--- src/rtl/nco_pkg.sv ---
// Shared constants for the PDM NCO: waveform mode encodings and dither LFSR setup.
package nco_pkg;

  localparam logic [1:0] MODE_SAW = 2'b00;
  localparam logic [1:0] MODE_SQR = 2'b01;
  localparam logic [1:0] MODE_TRI = 2'b10;
  localparam logic [1:0] MODE_MID = 2'b11;

  localparam logic [15:0] LFSR_SEED = 16'hACE1;
  // Right-shifting Galois form of x^16 + x^14 + x^13 + x^11 + 1
  localparam logic [15:0] LFSR_TAPS = 16'hB400;

  function automatic logic [15:0] lfsr_next(input logic [15:0] state);
    return {1'b0, state[15:1]} ^ (state[0] ? LFSR_TAPS : 16'h0000);
  endfunction

endpackage

--- src/rtl/pdm_mod1.sv ---
// First-order sigma-delta modulator: accumulates amplitude into an error register and
// emits the carry as a registered single-bit stream.
module pdm_mod1 #(
  parameter int unsigned OUT_W = 8
) (
  input  logic             clk,
  input  logic             rst_n,
  input  logic             ena,
  input  logic [OUT_W-1:0] amp,
  output logic             pdm_out
);

  logic [OUT_W-1:0] err_q;
  logic [OUT_W:0]   sum;

  assign sum = {1'b0, err_q} + {1'b0, amp};

  always_ff @(posedge clk or negedge rst_n) begin
    if (!rst_n) begin
      err_q   <= '0;
      pdm_out <= 1'b0;
    end else if (ena) begin
      err_q   <= sum[OUT_W-1:0];
      pdm_out <= sum[OUT_W];
    end
  end

endmodule

--- src/rtl/pdm_nco_gen2.sv ---
// Phase-accumulator NCO with wrap-synchronised frequency updates feeding a PDM modulator.
// Define PDM_NCO_DITHER_EN to add LFSR dither on the amplitude LSB.
module pdm_nco_gen2 #(
  parameter int unsigned ACC_W = 16,
  parameter int unsigned FW_W  = 8,
  parameter int unsigned OUT_W = 8
) (
  input  logic            clk,
  input  logic            rst_n,
  input  logic            ena,
  input  logic [FW_W-1:0] freq_in,
  input  logic            freq_load,
  input  logic [1:0]      mode,
  input  logic            phase_sync,
  output logic            pdm_out,
  output logic            wrap_pulse,
  output logic            freq_busy
);

  import nco_pkg::*;

  if (ACC_W < OUT_W) begin : g_bad_acc_w
    $error("ACC_W must be >= OUT_W");
  end
  if (FW_W > ACC_W) begin : g_bad_fw_w
    $error("FW_W must be <= ACC_W");
  end
  if (OUT_W < 2) begin : g_bad_out_w
    $error("OUT_W must be >= 2");
  end

  logic [ACC_W-1:0] acc_q, acc_d;
  logic [FW_W-1:0]  active_freq_q, active_freq_d;
  logic [FW_W-1:0]  pend_q, pend_d;
  logic             pend_valid_q, pend_valid_d;
  logic             wrap_q, wrap_d;

  logic [ACC_W:0]   sum;
  logic             carry;

  assign sum   = {1'b0, acc_q} + (ACC_W + 1)'(active_freq_q);
  assign carry = sum[ACC_W];

  always_comb begin
    acc_d         = acc_q;
    wrap_d        = wrap_q;
    active_freq_d = active_freq_q;
    pend_d        = pend_q;
    pend_valid_d  = pend_valid_q;

    if (phase_sync) begin
      acc_d  = '0;
      wrap_d = 1'b0;
    end else begin
      acc_d  = sum[ACC_W-1:0];
      wrap_d = carry;
    end

    // Apply a word directly when changing it cannot produce a short or glitched period.
    if (freq_load) begin
      if ((active_freq_q == '0) || carry || phase_sync) begin
        active_freq_d = freq_in;
        pend_valid_d  = 1'b0;
      end else begin
        pend_d       = freq_in;
        pend_valid_d = 1'b1;
      end
    end else if (pend_valid_q && (carry || phase_sync)) begin
      active_freq_d = pend_q;
      pend_valid_d  = 1'b0;
    end
  end

  always_ff @(posedge clk or negedge rst_n) begin
    if (!rst_n) begin
      acc_q         <= '0;
      active_freq_q <= '0;
      pend_q        <= '0;
      pend_valid_q  <= 1'b0;
      wrap_q        <= 1'b0;
    end else if (ena) begin
      acc_q         <= acc_d;
      active_freq_q <= active_freq_d;
      pend_q        <= pend_d;
      pend_valid_q  <= pend_valid_d;
      wrap_q        <= wrap_d;
    end
  end

  assign wrap_pulse = wrap_q;
  assign freq_busy  = pend_valid_q;

  logic [OUT_W-1:0] ph;
  logic [OUT_W-1:0] tri_base;
  logic [OUT_W-1:0] amp;
  logic [OUT_W-1:0] amp_d;

  assign ph       = acc_q[ACC_W-1 -: OUT_W];
  assign tri_base = {ph[OUT_W-2:0], 1'b0};

  always_comb begin
    amp = '0;
    case (mode)
      MODE_SAW: amp = ph;
      MODE_SQR: amp = {OUT_W{ph[OUT_W-1]}};
      MODE_TRI: amp = ph[OUT_W-1] ? ~tri_base : tri_base;
      MODE_MID: amp[OUT_W-1] = 1'b1;
      default:  amp = '0;
    endcase
  end

`ifdef PDM_NCO_DITHER_EN
  logic [15:0] lfsr_q;

  always_ff @(posedge clk or negedge rst_n) begin
    if (!rst_n) begin
      lfsr_q <= LFSR_SEED;
    end else if (ena) begin
      lfsr_q <= lfsr_next(lfsr_q);
    end
  end

  assign amp_d = {amp[OUT_W-1:1], amp[0] ^ lfsr_q[0]};
`else
  assign amp_d = amp;
`endif

  pdm_mod1 #(
    .OUT_W (OUT_W)
  ) u_pdm_mod1 (
    .clk     (clk),
    .rst_n   (rst_n),
    .ena     (ena),
    .amp     (amp_d),
    .pdm_out (pdm_out)
  );

endmodule
--- config.mk ---
export PLATFORM = sky130hd
export DESIGN_NAME = pdm_nco_gen2
export DESIGN_NICKNAME = d
export VERILOG_FILES = /design/src/rtl/nco_pkg.sv /design/src/rtl/pdm_mod1.sv /design/src/rtl/pdm_nco_gen2.sv
export SDC_FILE = /design/constraint.sdc
export NUM_CORES = 1
export LEC_CHECK = 0
export ABC_CLOCK_PERIOD_IN_PS = 3400
export CAP_MARGIN = 10
export CORE_MARGIN = 10
export CORE_UTILIZATION = 45
export DETAILED_ROUTE_END_ITERATION = 7
export GPL_TIMING_DRIVEN = 0
export PLACE_DENSITY = 0.62
export SYNTH_ARGS = -nofsm -noshare
export SYNTH_HDL_FRONTEND = slang
export SYNTH_SLANG_ARGS = --single-unit
--- constraint.sdc ---
create_clock -name clk -period 3.4 [get_ports clk]
set_input_delay 0.68 -clock clk [delete_from_list [all_inputs] [get_ports clk]]
set_output_delay 0.68 -clock clk [all_outputs]
set_load 0.005 [all_outputs]
==> results.toml, run 1 <==
[final_layout]
area_growth_syn_to_layout_pct = 13.5
antenna_cells = 0
final_cells = 381
drive_above_1_share_pct = 18.3
final_nets = 339

[place]
dp_hpwl_um = 4590
place_ws_ns = -0.528
io_buffers = 15
dp_cells = 373
gp_congestion = 0.806

[timing]
setup_slack_ns = 0.172
hold_viol = 0
relSlewSlack_pct = 59.6
fin_hold_ws_ns = 0.319
tightest_slew_ns = 0.606
finalCritPeriodShare_pct = 94.9
finClkSkew_ns = 0.00655
fmax_mhz = 310
period_needed_ns = 3.23
setup_viol = 0
timing.final.max_slew_violations = 0

[synthesis]
synth_commonest_cells = "dfrtp_1, nor2_1, mux2_2, o21ai_0, a21oi_1"
avgSynthCellArea_um2 = 10.1
synth_cells = 282
synth_most_common_cell = "dfrtp_1"
ys_warn_count = 0
ys_ff_latch = 43
synthArstFlopShare_pct = 100
synth_area_um2 = 2840
synth_top_area_share_pct = 37.9
yosysSeqAreaShare_pct = 37.9
synth-main-ff-cell = "dfrtp_1"
synthesis.nets = 316
synthTopCellsByArea = "dfrtp_1, mux2_2, ha_1, mux2_4, o21ai_0"
ys_types = 56
synth_edf_count = 0
synth_top_cell_by_area = "dfrtp_1"

[grt]
gr-usage-all-layers_pct = 12.6
grt_max_degree = 26
antenna_found_initial = 0
grt_pass1_wl_um = 10500
grt_pass1_vias = 2112
overflow = 0

[power_and_ir_drop]
leakage_nw = 1.38
pwr-share-seq_pct = 38.4
comb_power_share_pct = 44.7
power-per-cell-area_nw_per_um2 = 630
intPower_mw = 1.25
swShare_pct = 38.3
switchingPower_uw = 778
irDropWorstVdd_mv = 0.346
p_clk_share_pct = 16.9

[clocking]
cts.sinks = 43
root_buffer = "clkbuf_8"
path_clk_slew_ns = 0.09
cts_tree = "yes"
holdBufCountCts = 0
clk_latency_ns = 0.30
cts_buffers = 5
cts.path.max_buffers = 2
cts_max_level = 2

[worst_setup_path]
path_class = "in -> reg"
cp_cell_sequence = "clkdlybuf4s50_1 -> buf_6 -> nor2b_1 -> nand2b_1 -> a22o_1 -> ha_1 -> fa_1 -> a21o_1 -> a21oi_2 -> o21ai_0 -> and3b_1 -> o41a_1"
arrival_ns = 3.42
critical-path-slowest-cell = "clkdlybuf4s50_1"
crit_family = "compound AO/OA/AOI/OAI gates"
critical_path.n_buffers_inverters = 2
slowest_delay_ns = 0.54
worstPathMaxFanout = 10
worstPathRequired_ns = 3.59
cp-start-kind = "primary input"
worst_setup_path_end_kind = "flop"

[floorplan]
io_pins = 18
die_area_um2 = 9890
coreArea_um2 = 6030
die_h_um = 99.4
die_w_um = 99.4
rows = 28
start_util_pct = 47.1

[detailed_routing]
antenna_left = 0
drcViolationCount = 0
drt_first_pass_iters = 5
drt-total-wl_um = 6180
drtIter0Drc = 120
via_per_inst = 5.83
wl_per_cell_um = 16.2
routed-via-count = 2222

[min_path]
min_path_type = "in -> async"

[outcome]
status = "complete, no violations"

[flow_run]
cap_violations = 0
[final cells by class]
cell class / instances / area [um2]
clock inverter: 3 / 23.8
multi-input combinational: 222 / 1720
buffer: 11 / 51.3
tap: 75 / 93.8
sequential: 43 / 1080
timing repair buffer: 17 / 175
fill: 561 / 2800
inverter: 5 / 18.8
clock buffer: 5 / 68.8
[cell families (layout without fill, tap and decap cells)]
family	Yosys count	in the layout	share of synthesized area, %
AO/OA/AOI/OAI	86	86	21.8
AND/OR/NAND/NOR	83	83	15.2
flip-flops	43	43	37.9
multiplexers	27	27	11.8
adder cells (fa/ha/maj)	19	19	8.90
buffers and inverters	17	41	2.34
XOR/XNOR	7	7	2.16
[final timing paths]
| path | start | to | slack [ns] | cells after the start |
|---|---|---|---|---|
| min | rst_n | acc_q[11] | 0.32 | 1 |
| max reg2reg | acc_q[8] | u_pdm_mod1.pdm_out | 0.61 | 10 |
| min in group clk | acc_q[4] | acc_q[4] | 0.49 | 2 |
| max | mode[1] | u_pdm_mod1.pdm_out | 0.17 | 12 |
| min reg2reg | acc_q[4] | acc_q[4] | 0.49 | 2 |
| max in group asynchronous | rst_n | pend_q[3] | 2.58 | 2 |
[per-stage QoR]
step,instance area [um2],setup TNS (ns),total power [mW],utilization (%)
6_report,3220,0,2.03,53.5
5_1_grt,3220,-0.00843,2.20,53.5
4_1_cts,3190,0,2.04,53.0
3_5_place_dp,3100,-1.98,1.69,51.4
3_3_place_gp,3080,-1.82,1.66,51.2
2_1_floorplan,2840,0,1.49,-
[cells in the final DEF, fill, tap and decap left out, drive strengths merged, types with 7 or more instances in the layout]
cell type / n
a21oi: 18
a211oi: 7
clkbuf: 10
ha: 17
dfrtp: 43
o31ai: 9
nand2: 15
clkdlybuf4s50: 13
mux2: 27
nor2b: 13
buf: 9
nor2: 22
o21ai: 22
[registers in the layout, summed over array words and instances, names as in the netlist]
register,flops
acc_q,16
active_freq_q,8
pend_q,8
u_pdm_mod1.err_q,8
freq_busy,1
u_pdm_mod1.pdm_out,1
wrap_pulse,1
[repair_timing]
action | 4_1_cts | 5_1_grt
gates cloned | 0 | 0
setup buffers | 0 | 1
endpoints found under the setup margin | 4 | 4
pin swaps | 0 | 1
gates resized for setup | 2 | 10
[routing by layer]
| metal | wire length, um | up-vias | track usage (%) |
|---|---|---|---|
| met5 | 0 | - | 0 |
| met4 | 52 | 0 | 2.98 |
| met3 | 215 | 8 | 2.91 |
| met2 | 2640 | 42 | 18.1 |
| met1 | 3270 | 1070 | 18.5 |
| li1 | - | 1102 | - |
[power by group through the flow]
stage               clock (mW)  combinational (mW)  sequential (mW)
finish                   0.342               0.909            0.781
global route             0.371                1.02            0.801
CTS                      0.356               0.904            0.781
detailed placement           0               0.900            0.792
global placement             0               0.873            0.789
floorplan                    0               0.724            0.763
Power figures use the tool's default switching activity.
==> inputs of run 2 (changes only) <==
--- a/config.mk
+++ b/config.mk
@@ -5,12 +5,14 @@
 export SDC_FILE = /design/constraint.sdc
 export NUM_CORES = 1
 export LEC_CHECK = 0
+export ABC_AREA = 1
 export ABC_CLOCK_PERIOD_IN_PS = 3400
 export CAP_MARGIN = 10
 export CORE_MARGIN = 10
 export CORE_UTILIZATION = 45
 export DETAILED_ROUTE_END_ITERATION = 7
 export GPL_TIMING_DRIVEN = 0
+export HOLD_SLACK_MARGIN = 0.03
 export PLACE_DENSITY = 0.62
 export SYNTH_ARGS = -nofsm -noshare
 export SYNTH_HDL_FRONTEND = slang
==> results.toml, run 2 <==
[floorplan]
die_h_um = 99.6
rows = 28
die_area_um2 = 9920
start_util_pct = 47.3
coreArea_um2 = 6030
die_w_um = 99.6
io_pins = 18

[worst_setup_path]
arrival_ns = 3.13
worst_setup_path_end_kind = "flop"
slowest_delay_ns = 0.49
cp-start-kind = "primary input"
path_class = "in -> reg"
cpMostUsedCell = "nand2_1"
worstPathMaxFanout = 7
cp_cell_sequence = "clkdlybuf4s50_1 -> or2_2 -> clkbuf_1 -> o221ai_1 -> ha_1 -> fa_1 -> nand3_1 -> nand2_1 -> nand2_1 -> nand2_1 -> a21oi_1 -> nor2_1 -> o21ai_0 -> nand2_1"
worstPathRequired_ns = 3.59
critical-path-slowest-cell = "clkdlybuf4s50_1"

[timing]
timing.final.max_slew_violations = 0
period_needed_ns = 2.94
tightest_slew_ns = 0.557
setup-tns-final_ns = 0
setup_viol = 0
rsz0062_at_grt = "false"
hold_viol = 0
fmax_mhz = 340
relSlewSlack_pct = 62.9
fin_hold_ws_ns = 0.225
finalCritPeriodShare_pct = 86.6
finClkSkew_ns = 0.00875

[synthesis]
synth-main-ff-cell = "dfrtp_1"
yosysSeqAreaShare_pct = 37.8
ys_types = 41
synth_commonest_cells = "nand2_1, dfrtp_1, inv_1, nor2_1, o21ai_0"
synth_most_common_cell = "nand2_1"
synthTopCellsByArea = "dfrtp_1, nand2_1, ha_1, inv_1, nor2_1"
synthesis.nets = 400
synth_cells = 366
synth_top_cell_by_area = "dfrtp_1"
synth_edf_count = 0
avgSynthCellArea_um2 = 7.79
ys_ff_latch = 43
synth_top_area_share_pct = 37.8
synthArstFlopShare_pct = 100
synth_area_um2 = 2850
ys_warn_count = 0

[final_layout]
antenna_cells = 0
largest_reg_flops = 16
layout_common_cells = "nand2_1, dfrtp_1, inv_1"
drive_above_1_share_pct = 10.0
largest-register = "acc_q"
layout_commonest_cell = "nand2_1"
final_nets = 423
area_growth_syn_to_layout_pct = 12.4

[clocking]
cts_tree = "yes"
holdBufCountCts = 0
root_buffer = "clkbuf_8"
path_clk_slew_ns = 0.08
cts_resized = 0
cts.sinks = 43
cts_buffers = 5
cts.path.max_buffers = 2
clk_latency_ns = 0.30
cts_max_level = 2
post_cts_buffers = 0

[place]
gp_congestion = 0.909
dp_hpwl_um = 4710
io_buffers = 15

[grt]
antenna_found_initial = 0
overflow = 0
grt_pass1_vias = 2361
use_met3_pct = 3.11
grt_max_degree = 36
gr-usage-met2_pct = 20.7
grt_pass1_wl_um = 11100
gr-usage-all-layers_pct = 13.4
grt.busiest_layer = "met2"
gr-usage-met1_pct = 18.2

[power_and_ir_drop]
leakage_nw = 1.63
power-per-cell-area_nw_per_um2 = 511
irDropWorstVdd_mv = 0.238

[detailed_routing]
drt-total-wl_um = 6200
drcViolationCount = 0
antenna_left = 0
routed-via-count = 2408
wl_per_cell_um = 13.3
via_per_inst = 5.18
drtIter0Drc = 117
drt_first_pass_iters = 5

[flow_run]
cap_violations = 0

[outcome]
status = "complete, no violations"

[min_path]
min_path_type = "in -> async"
-- run 2: final cells by class --
class / instances / area [um2]
fillers: 603 / 2820
multi-input cells: 278 / 1580
flip-flops and latches: 43 / 1080
repair buffers: 16 / 165
inverters: 34 / 128
well taps: 75 / 93.8
clock buffers: 5 / 68.8
plain buffers: 11 / 67.6
clock inverters: 3 / 25.0
-- run 2: metal layers --
layer	vias up	wire length, um
met5	-	0
met4	0	61
met3	7	352
met2	53	2780
met1	1098	3010
li1	1250	-
-- run 2: critical path, delay by kind of cell --
family / cells / cell delay [ns]
adder cells (fa/ha/maj): 2 / 0.66
AO/OA/AOI/OAI: 3 / 0.52
buffers and inverters: 2 / 0.73
AND/OR/NAND/NOR: 7 / 0.54
-- run 2: power by group --
part | switching (mW) | leakage [nW] | internal, mW | total [mW]
Combinational | 0.340 | 1.03 | 0.244 | 0.584
Clock | 0.192 | 0.0443 | 0.147 | 0.339
Sequential | 0.0857 | 0.556 | 0.629 | 0.714
Total | 0.617 | 1.63 | 1.02 | 1.64
-- run 2: logic make-up (layout without fill, tap and decap cells) --
family          count (synthesis)  in the layout  share of synthesized area (%)
xor+xnor                        9              9                           2.77
simple gates                  189            189                           30.9
buf+inv                        45             69                           6.85
flops                          43             43                           37.8
compound gates                 61             61                           12.9
fa+ha+maj                      19             19                           8.87
-- run 2: path summary, 6_finish.rpt --
check | startpoint | end | slack [ns] | cells after the start
worst max-delay path | mode[0] | u_pdm_mod1.pdm_out | 0.46 | 14
worst min-delay path | rst_n | acc_q[12] | 0.23 | 1
worst max register to register | acc_q[15] | u_pdm_mod1.pdm_out | 0.74 | 13
worst min register to register | u_pdm_mod1.pdm_out | u_pdm_mod1.pdm_out | 0.49 | 2
max in group asynchronous | rst_n | acc_q[0] | 2.71 | 2
min in group clk | u_pdm_mod1.pdm_out | u_pdm_mod1.pdm_out | 0.49 | 2
-- run 2: stage by stage --
stage | cells | cell area (um2) | setup WS, ns | power [mW] | util (%)
2_1_floorplan | 366 | 2850 | 0.902 | 1.16 | -
3_3_place_gp | 456 | 3090 | 0.130 | 1.29 | 51.3
3_5_place_dp | 457 | 3110 | 0.146 | 1.31 | 51.6
4_1_cts | 465 | 3200 | 0.437 | 1.66 | 53.2
5_1_grt | 465 | 3200 | 0.157 | 1.79 | 53.2
6_report | 465 | 3200 | 0.455 | 1.64 | 53.2
